===== src/rtl/oldland_bus_pkg.sv =====
// rtl/oldland_bus_pkg.sv - shared types and constants for the oldland bus arbiter
//
// Purpose: state encoding, master identifiers and the default bus timeout
// used by oldland_bus_arbiter and oldland_bus_timeout.
// Ports: none (package).

package oldland_bus_pkg;

    typedef enum logic [1:0] {
        ST_IDLE    = 2'd0,
        ST_GRANT_I = 2'd1,
        ST_GRANT_D = 2'd2
    } bus_state_t;

    // Identity of the master that received the most recent grant.
    typedef enum logic {
        MASTER_I = 1'b0,
        MASTER_D = 1'b1
    } master_id_t;

    localparam int DEFAULT_TIMEOUT_CYCLES = 256;

    // Byte enables used for every instruction fetch (full word).
    localparam logic [3:0] FETCH_BYTESEL = 4'b1111;

endpackage


===== src/rtl/oldland_bus_timeout.sv =====
// rtl/oldland_bus_timeout.sv - load/enable cycle counter with expiry flag
//
// Purpose: counts granted bus cycles that saw no slave response so the
// arbiter can abandon a transaction to a dead slave.
// Ports:
//   clk, rst  - clock and asynchronous active-high reset
//   load      - clear the count (held while the bus is idle)
//   enable    - count this cycle
//   expired   - count has reached LIMIT-1, i.e. this is the LIMIT-th
//               unanswered granted cycle

module oldland_bus_timeout #(
    parameter int LIMIT = 256
) (
    input  logic clk,
    input  logic rst,
    input  logic load,
    input  logic enable,
    output logic expired
);

    localparam int CW = (LIMIT > 2) ? $clog2(LIMIT) : 1;
    localparam logic [CW-1:0] LAST = CW'(LIMIT - 1);

    logic [CW-1:0] count;

    assign expired = (count == LAST);

    always_ff @(posedge clk or posedge rst) begin
        if (rst) begin
            count <= '0;
        end else if (load) begin
            count <= '0;
        end else if (enable && !expired) begin
            count <= count + 1'b1;
        end
    end

endmodule


===== src/rtl/oldland_bus_arbiter.sv =====
// rtl/oldland_bus_arbiter.sv - round-robin arbiter for fetch and data masters
//
// Purpose: shares one external memory bus between the instruction fetch
// port (i_*) and the memory-stage data port (d_*). Ties are resolved in
// favour of the master not granted last. The winning request is latched into
// registered m_* outputs for the whole transaction; the slave's ack/error
// and read data are routed combinationally back to the granted master only.
// Optional build macro: OLDLAND_BUS_TIMEOUT_EN adds a TIMEOUT_CYCLES
// watchdog that aborts a grant with an error pulse.
// Ports:
//   clk, rst                 - clock, asynchronous active-high reset
//   i_addr/i_access          - fetch request; i_data/i_ack/i_error response
//   d_addr/d_bytesel/d_wr_en/d_wr_val/d_access - data request
//   d_data/d_ack/d_error     - data response
//   m_addr/m_bytesel/m_wr_en/m_wr_val/m_access - registered bus request
//   m_data/m_ack/m_error     - bus response

module oldland_bus_arbiter
    import oldland_bus_pkg::*;
#(
    parameter int TIMEOUT_CYCLES = DEFAULT_TIMEOUT_CYCLES
) (
    input  logic        clk,
    input  logic        rst,

    input  logic [31:0] i_addr,
    input  logic        i_access,
    output logic [31:0] i_data,
    output logic        i_ack,
    output logic        i_error,

    input  logic [31:0] d_addr,
    input  logic [3:0]  d_bytesel,
    input  logic        d_wr_en,
    input  logic [31:0] d_wr_val,
    input  logic        d_access,
    output logic [31:0] d_data,
    output logic        d_ack,
    output logic        d_error,

    output logic [31:0] m_addr,
    output logic [3:0]  m_bytesel,
    output logic        m_wr_en,
    output logic [31:0] m_wr_val,
    output logic        m_access,
    input  logic [31:0] m_data,
    input  logic        m_ack,
    input  logic        m_error
);

    bus_state_t state;
    master_id_t last;

    logic grant_d;
    logic grant_i;
    logic granted;
    logic timeout_hit;
    logic finish;

    // Data wins when it is the only requester or when fetch had the last grant.
    assign grant_d = d_access && (!i_access || (last == MASTER_I));
    assign grant_i = i_access && !grant_d;
    assign granted = (state == ST_GRANT_I) || (state == ST_GRANT_D);

`ifdef OLDLAND_BUS_TIMEOUT_EN
    logic expired;

    // Held in load while idle so the count is zero on the first granted cycle.
    oldland_bus_timeout #(
        .LIMIT(TIMEOUT_CYCLES)
    ) u_timeout (
        .clk    (clk),
        .rst    (rst),
        .load   (!granted),
        .enable (granted && !m_ack && !m_error),
        .expired(expired)
    );

    // A real slave response in the expiry cycle takes precedence.
    assign timeout_hit = granted && expired && !m_ack && !m_error;
`else
    logic cfg_unused;
    assign cfg_unused  = |TIMEOUT_CYCLES;
    assign timeout_hit = 1'b0;
`endif

    assign finish = m_ack || m_error || timeout_hit;

    // Response routing: error dominates ack; the ungranted side sees zeros.
    assign i_ack   = (state == ST_GRANT_I) && m_ack && !m_error && !timeout_hit;
    assign i_error = (state == ST_GRANT_I) && (m_error || timeout_hit);
    assign d_ack   = (state == ST_GRANT_D) && m_ack && !m_error && !timeout_hit;
    assign d_error = (state == ST_GRANT_D) && (m_error || timeout_hit);

    // Read data is simply forwarded; only meaningful alongside the ack.
    assign i_data = m_data;
    assign d_data = m_data;

    always_ff @(posedge clk or posedge rst) begin
        if (rst) begin
            state     <= ST_IDLE;
            last      <= MASTER_I;
            m_addr    <= '0;
            m_bytesel <= '0;
            m_wr_en   <= 1'b0;
            m_wr_val  <= '0;
            m_access  <= 1'b0;
        end else begin
            case (state)
                ST_IDLE: begin
                    if (grant_d) begin
                        state     <= ST_GRANT_D;
                        last      <= MASTER_D;
                        m_addr    <= d_addr;
                        m_bytesel <= d_bytesel;
                        m_wr_en   <= d_wr_en;
                        m_wr_val  <= d_wr_val;
                        m_access  <= 1'b1;
                    end else if (grant_i) begin
                        state     <= ST_GRANT_I;
                        last      <= MASTER_I;
                        m_addr    <= i_addr;
                        m_bytesel <= FETCH_BYTESEL;
                        m_wr_en   <= 1'b0;
                        m_wr_val  <= '0;
                        m_access  <= 1'b1;
                    end
                end
                ST_GRANT_I, ST_GRANT_D: begin
                    // Request fields stay frozen; only completion releases the bus,
                    // regardless of whether the master still holds its access line.
                    if (finish) begin
                        state    <= ST_IDLE;
                        m_access <= 1'b0;
                    end
                end
                default: begin
                    state    <= ST_IDLE;
                    m_access <= 1'b0;
                end
            endcase
        end
    end

endmodule


===== config.mk =====
export PLATFORM = sky130hd
export DESIGN_NAME = oldland_bus_arbiter
export DESIGN_NICKNAME = d
export VERILOG_FILES = /design/src/rtl/oldland_bus_pkg.sv /design/src/rtl/oldland_bus_timeout.sv /design/src/rtl/oldland_bus_arbiter.sv
export SDC_FILE = /design/constraint.sdc
export NUM_CORES = 1
export LEC_CHECK = 0
export CAP_MARGIN = 20
export CORE_AREA = 2 2 109 111
export DETAILED_ROUTE_END_ITERATION = 12
export DIE_AREA = 0 0 111 113
export PLACE_DENSITY_LB_ADDON = 0.3
export SKIP_LAST_GASP = 1
export SLEW_MARGIN = 40
export SYNTH_ARGS = -nofsm -noshare
export SYNTH_HDL_FRONTEND = slang
export SYNTH_SLANG_ARGS = --single-unit
export TNS_END_PERCENT = 1

===== constraint.sdc =====
create_clock -name clk -period 5.8 [get_ports clk]
set_input_delay 1.74 -clock clk [delete_from_list [all_inputs] [get_ports clk]]
set_output_delay 1.74 -clock clk [all_outputs]
set_load 0.01 [all_outputs]

==> flow_metrics.tcl <==
set metrics [dict create \
    startpoint_type "input port" \
    synth_fa_ha_area_share_pct 1.03 \
    peakVddDrop_uv 225 \
    p_int_mw 1.82 \
    drc 0 \
    cts_root_buf "clkbuf_16" \
    p_leak_nw 2.25 \
    synth_seq_cells 73 \
    synth_top_family_by_area "compound AO/OA/AOI/OAI gates" \
    p_per_area_nw_per_um2 514 \
    yosysWarnings 0 \
    syn_area_per_cell_um2 10.4 \
    worst_clock_skew_ns 0.0116 \
    outcome "finished clean" \
    cp_top_family "buffers and inverters" \
    slew_headroom_pct 53.8 \
    drive_gt1_share_pct 9.21 \
    synthCells 351 \
    clock-sinks 73 \
    ios 277 \
    cts_resized 0 \
    num-fill-cells 1053 \
    critical_path_class "in -> out" \
    vias 2912 \
    seqPwrFrac_pct 32.6 \
    dpl.hpwl_mm 7.30 \
    grt_pass1_wl_mm 15.7 \
    cap_violations 0 \
    cts_tree "yes" \
    core-area_um2 11300 \
    min-delay-start "m_access$_DFFE_PP0P_" \
    pwr-share-clk_pct 21.1 \
    crit_start "m_error" \
    switchingPower_mw 0.927 \
    yosysSeqAreaShare_pct 50.2 \
    cp_max_fo 5 \
    path_cells "clkdlybuf4s50_1 > and3b_1 > clkdlybuf4s50_1" \
    rsz0062_at_grt "no" \
    finalHoldWorstSlack_ns 0.490 \
    report.final.slew_viol_count 0 \
    synth_cell_type_count 23 \
    cts_setup_buffers 0 \
    holdBufCountCts 0 \
    cp_data_required_time_ns 4.06 \
    finalHoldViolCount 0 \
    viasPerCell 4.77 \
    fin_nets 605 \
    first_global_vias 3041 \
    synthToLayoutAreaGrowth_pct 46.7 \
    wl_mm 10.1 \
    dr.pass1.iters 4 \
    dieHeight_um 113 \
    portBuffers 180 \
    num_rows 39 \
    grt-ovfl-total 0 \
    worst_pin_slew_ns 0.693 \
    ys_top_cells_by_area "dfrtp_1 50%, buf_4 14%, a22o_1 7.9%, a21oi_1 6.6%, a21oi_2 4.6%" \
    num_antenna_cells 0 \
    yosysTopAreaCell "dfrtp_1" \
    fmax_mhz 213 \
    grt_start_max_net_pins 48 \
    final_common_cell "clkdlybuf4s50_1" \
    synth_top_area_share_pct 50.2 \
    route.detailed.wl_per_inst_um 16.5 \
    path_buf_inv 2 \
    start_util_pct 32.3 \
    swShare_pct 33.8 \
    numCtsBuffers 9 \
    r2r_start "state[0]$_DFFE_PP0P_" \
    finalCritPeriodShare_pct 80.9 \
    grt_usage_pct 15.8 \
    critPathSlowestCell "clkdlybuf4s50_1" \
    hp-class "reg -> reg" \
    crit_arrival_ns 2.95 \
    drt_iter0_drc 128 \
    endpoint_kind "primary output" \
    clockBufferDepth 2 \
    synth_mux_area_share_pct 0 \
    setup_violations 0 \
    mostFrequentLayoutCells "180 x clkdlybuf4s50_1, 73 x dfrtp_1, 48 x a21oi_1" \
    htree_levels 3 \
    fin_tns_setup_ns 0 \
    synthesis.nets 493 \
    path_clk_slew_ns 0.06 \
    die_x_um 111 \
    route.antenna.remaining_nets 0 \
    synthSimpleGateAreaFrac_pct 8.88 \
    cp_common_cell "clkdlybuf4s50_1" \
    gp_congestion 0.789 \
    antenna_found_initial 0 \
    syn-cell-area_um2 3640 \
    min_period_ns 4.69 \
    synth_compound_area_share_pct 21.7 \
    max_stage_delay_ns 0.53 \
    p_comb_share_pct 46.3 \
    synthXorXnorAreaFrac_pct 0 \
    die_area_um2 12500 \
    clock_latency_ns 0.33 \
]
[layer usage]
layer  global-route usage (%)  part of all wire [%]  vias up  wire length (µm)
li1                         -                     -     1349                 -
met1                     18.7                    41     1394              4140
met2                     25.6                    47      147              4740
met3                     6.37                   9.5       22               950
met4                     7.00                   2.2        0               223
met5                        0                     0        -                 0
[power by group through the flow]
stage,Clock (mW),Sequential (mW),Combinational [mW]
2_1_floorplan,0,0.995,0.573
3_3_place_gp,0,0.892,1.27
3_5_place_dp,0,0.891,1.29
4_1_cts,0.598,0.895,1.29
5_1_grt,0.627,0.924,1.37
6_report,0.579,0.895,1.27
[Yosys cell counts (all sizes together)]
master  number
nand2       35
and2         2
a22o        33
clkbuf       2
o21ai        1
ha           3
o22ai        1
a21bo        1
nand2b       1
a21oi       67
o21a         1
and3b        2
buf         83
dfrtp       73
nor2        35
inv          4
nor3b        1
o22a         5
a21boi       1
[logic make-up (layout without fill, tap and decap cells)]
group / Yosys count / in the layout
compound gates: 110 / 110
fa+ha+maj: 3 / 3
buf+inv: 89 / 205
flops: 73 / 73
simple gates: 76 / 76
[sequential cells by signal (all words and copies together) (netlist names)]
name       cells
m_wr_val      32
m_access       1
m_wr_en        1
m_bytesel      4
last           1
m_addr        32
state          2
[metrics by stage]
stage / utilization, % / total power [mW] / std cells / setup WS (ns) / cell area [µm²]
after floorplan: - / 1.57 / 351 / 2.08 / 3640
after detailed placement: 44.6 / 2.18 / 595 / 1.10 / 5030
after global routing: 47.3 / 2.92 / 610 / 1.04 / 5340
after global placement: 44.6 / 2.17 / 595 / 1.13 / 5030
after CTS: 47.3 / 2.78 / 610 / 1.11 / 5340
final: 47.3 / 2.74 / 610 / 1.11 / 5340
[final cells by class]
class | instances | area [µm²] | share of cell area (%)
multi-input combinational | 189 | 1160 | 21.7
clock buffer | 10 | 229 | 4.29
tap | 143 | 179 | 3.35
sequential | 73 | 1830 | 34.2
inverter | 4 | 15.0 | 0.281
timing repair buffer | 186 | 1850 | 34.6
clock inverter | 5 | 81.3 | 1.52
[path summary, 6_finish.rpt]
path | slack [ns] | depth (start not counted) | endpoint
worst max-delay path | 1.11 | 3 | i_ack
worst min-delay path | 0.49 | 1 | m_access$_DFFE_PP0P_
worst max register to register | 3.67 | 6 | m_addr[30]$_DFFE_PP0P_
worst min register to register | 0.49 | 1 | m_access$_DFFE_PP0P_
max in group asynchronous | 2.98 | 3 | m_addr[24]$_DFFE_PP0P_
min in group asynchronous | 1.79 | 2 | m_wr_val[21]$_DFFE_PP0P_
(Power assumes the default switching activity.)
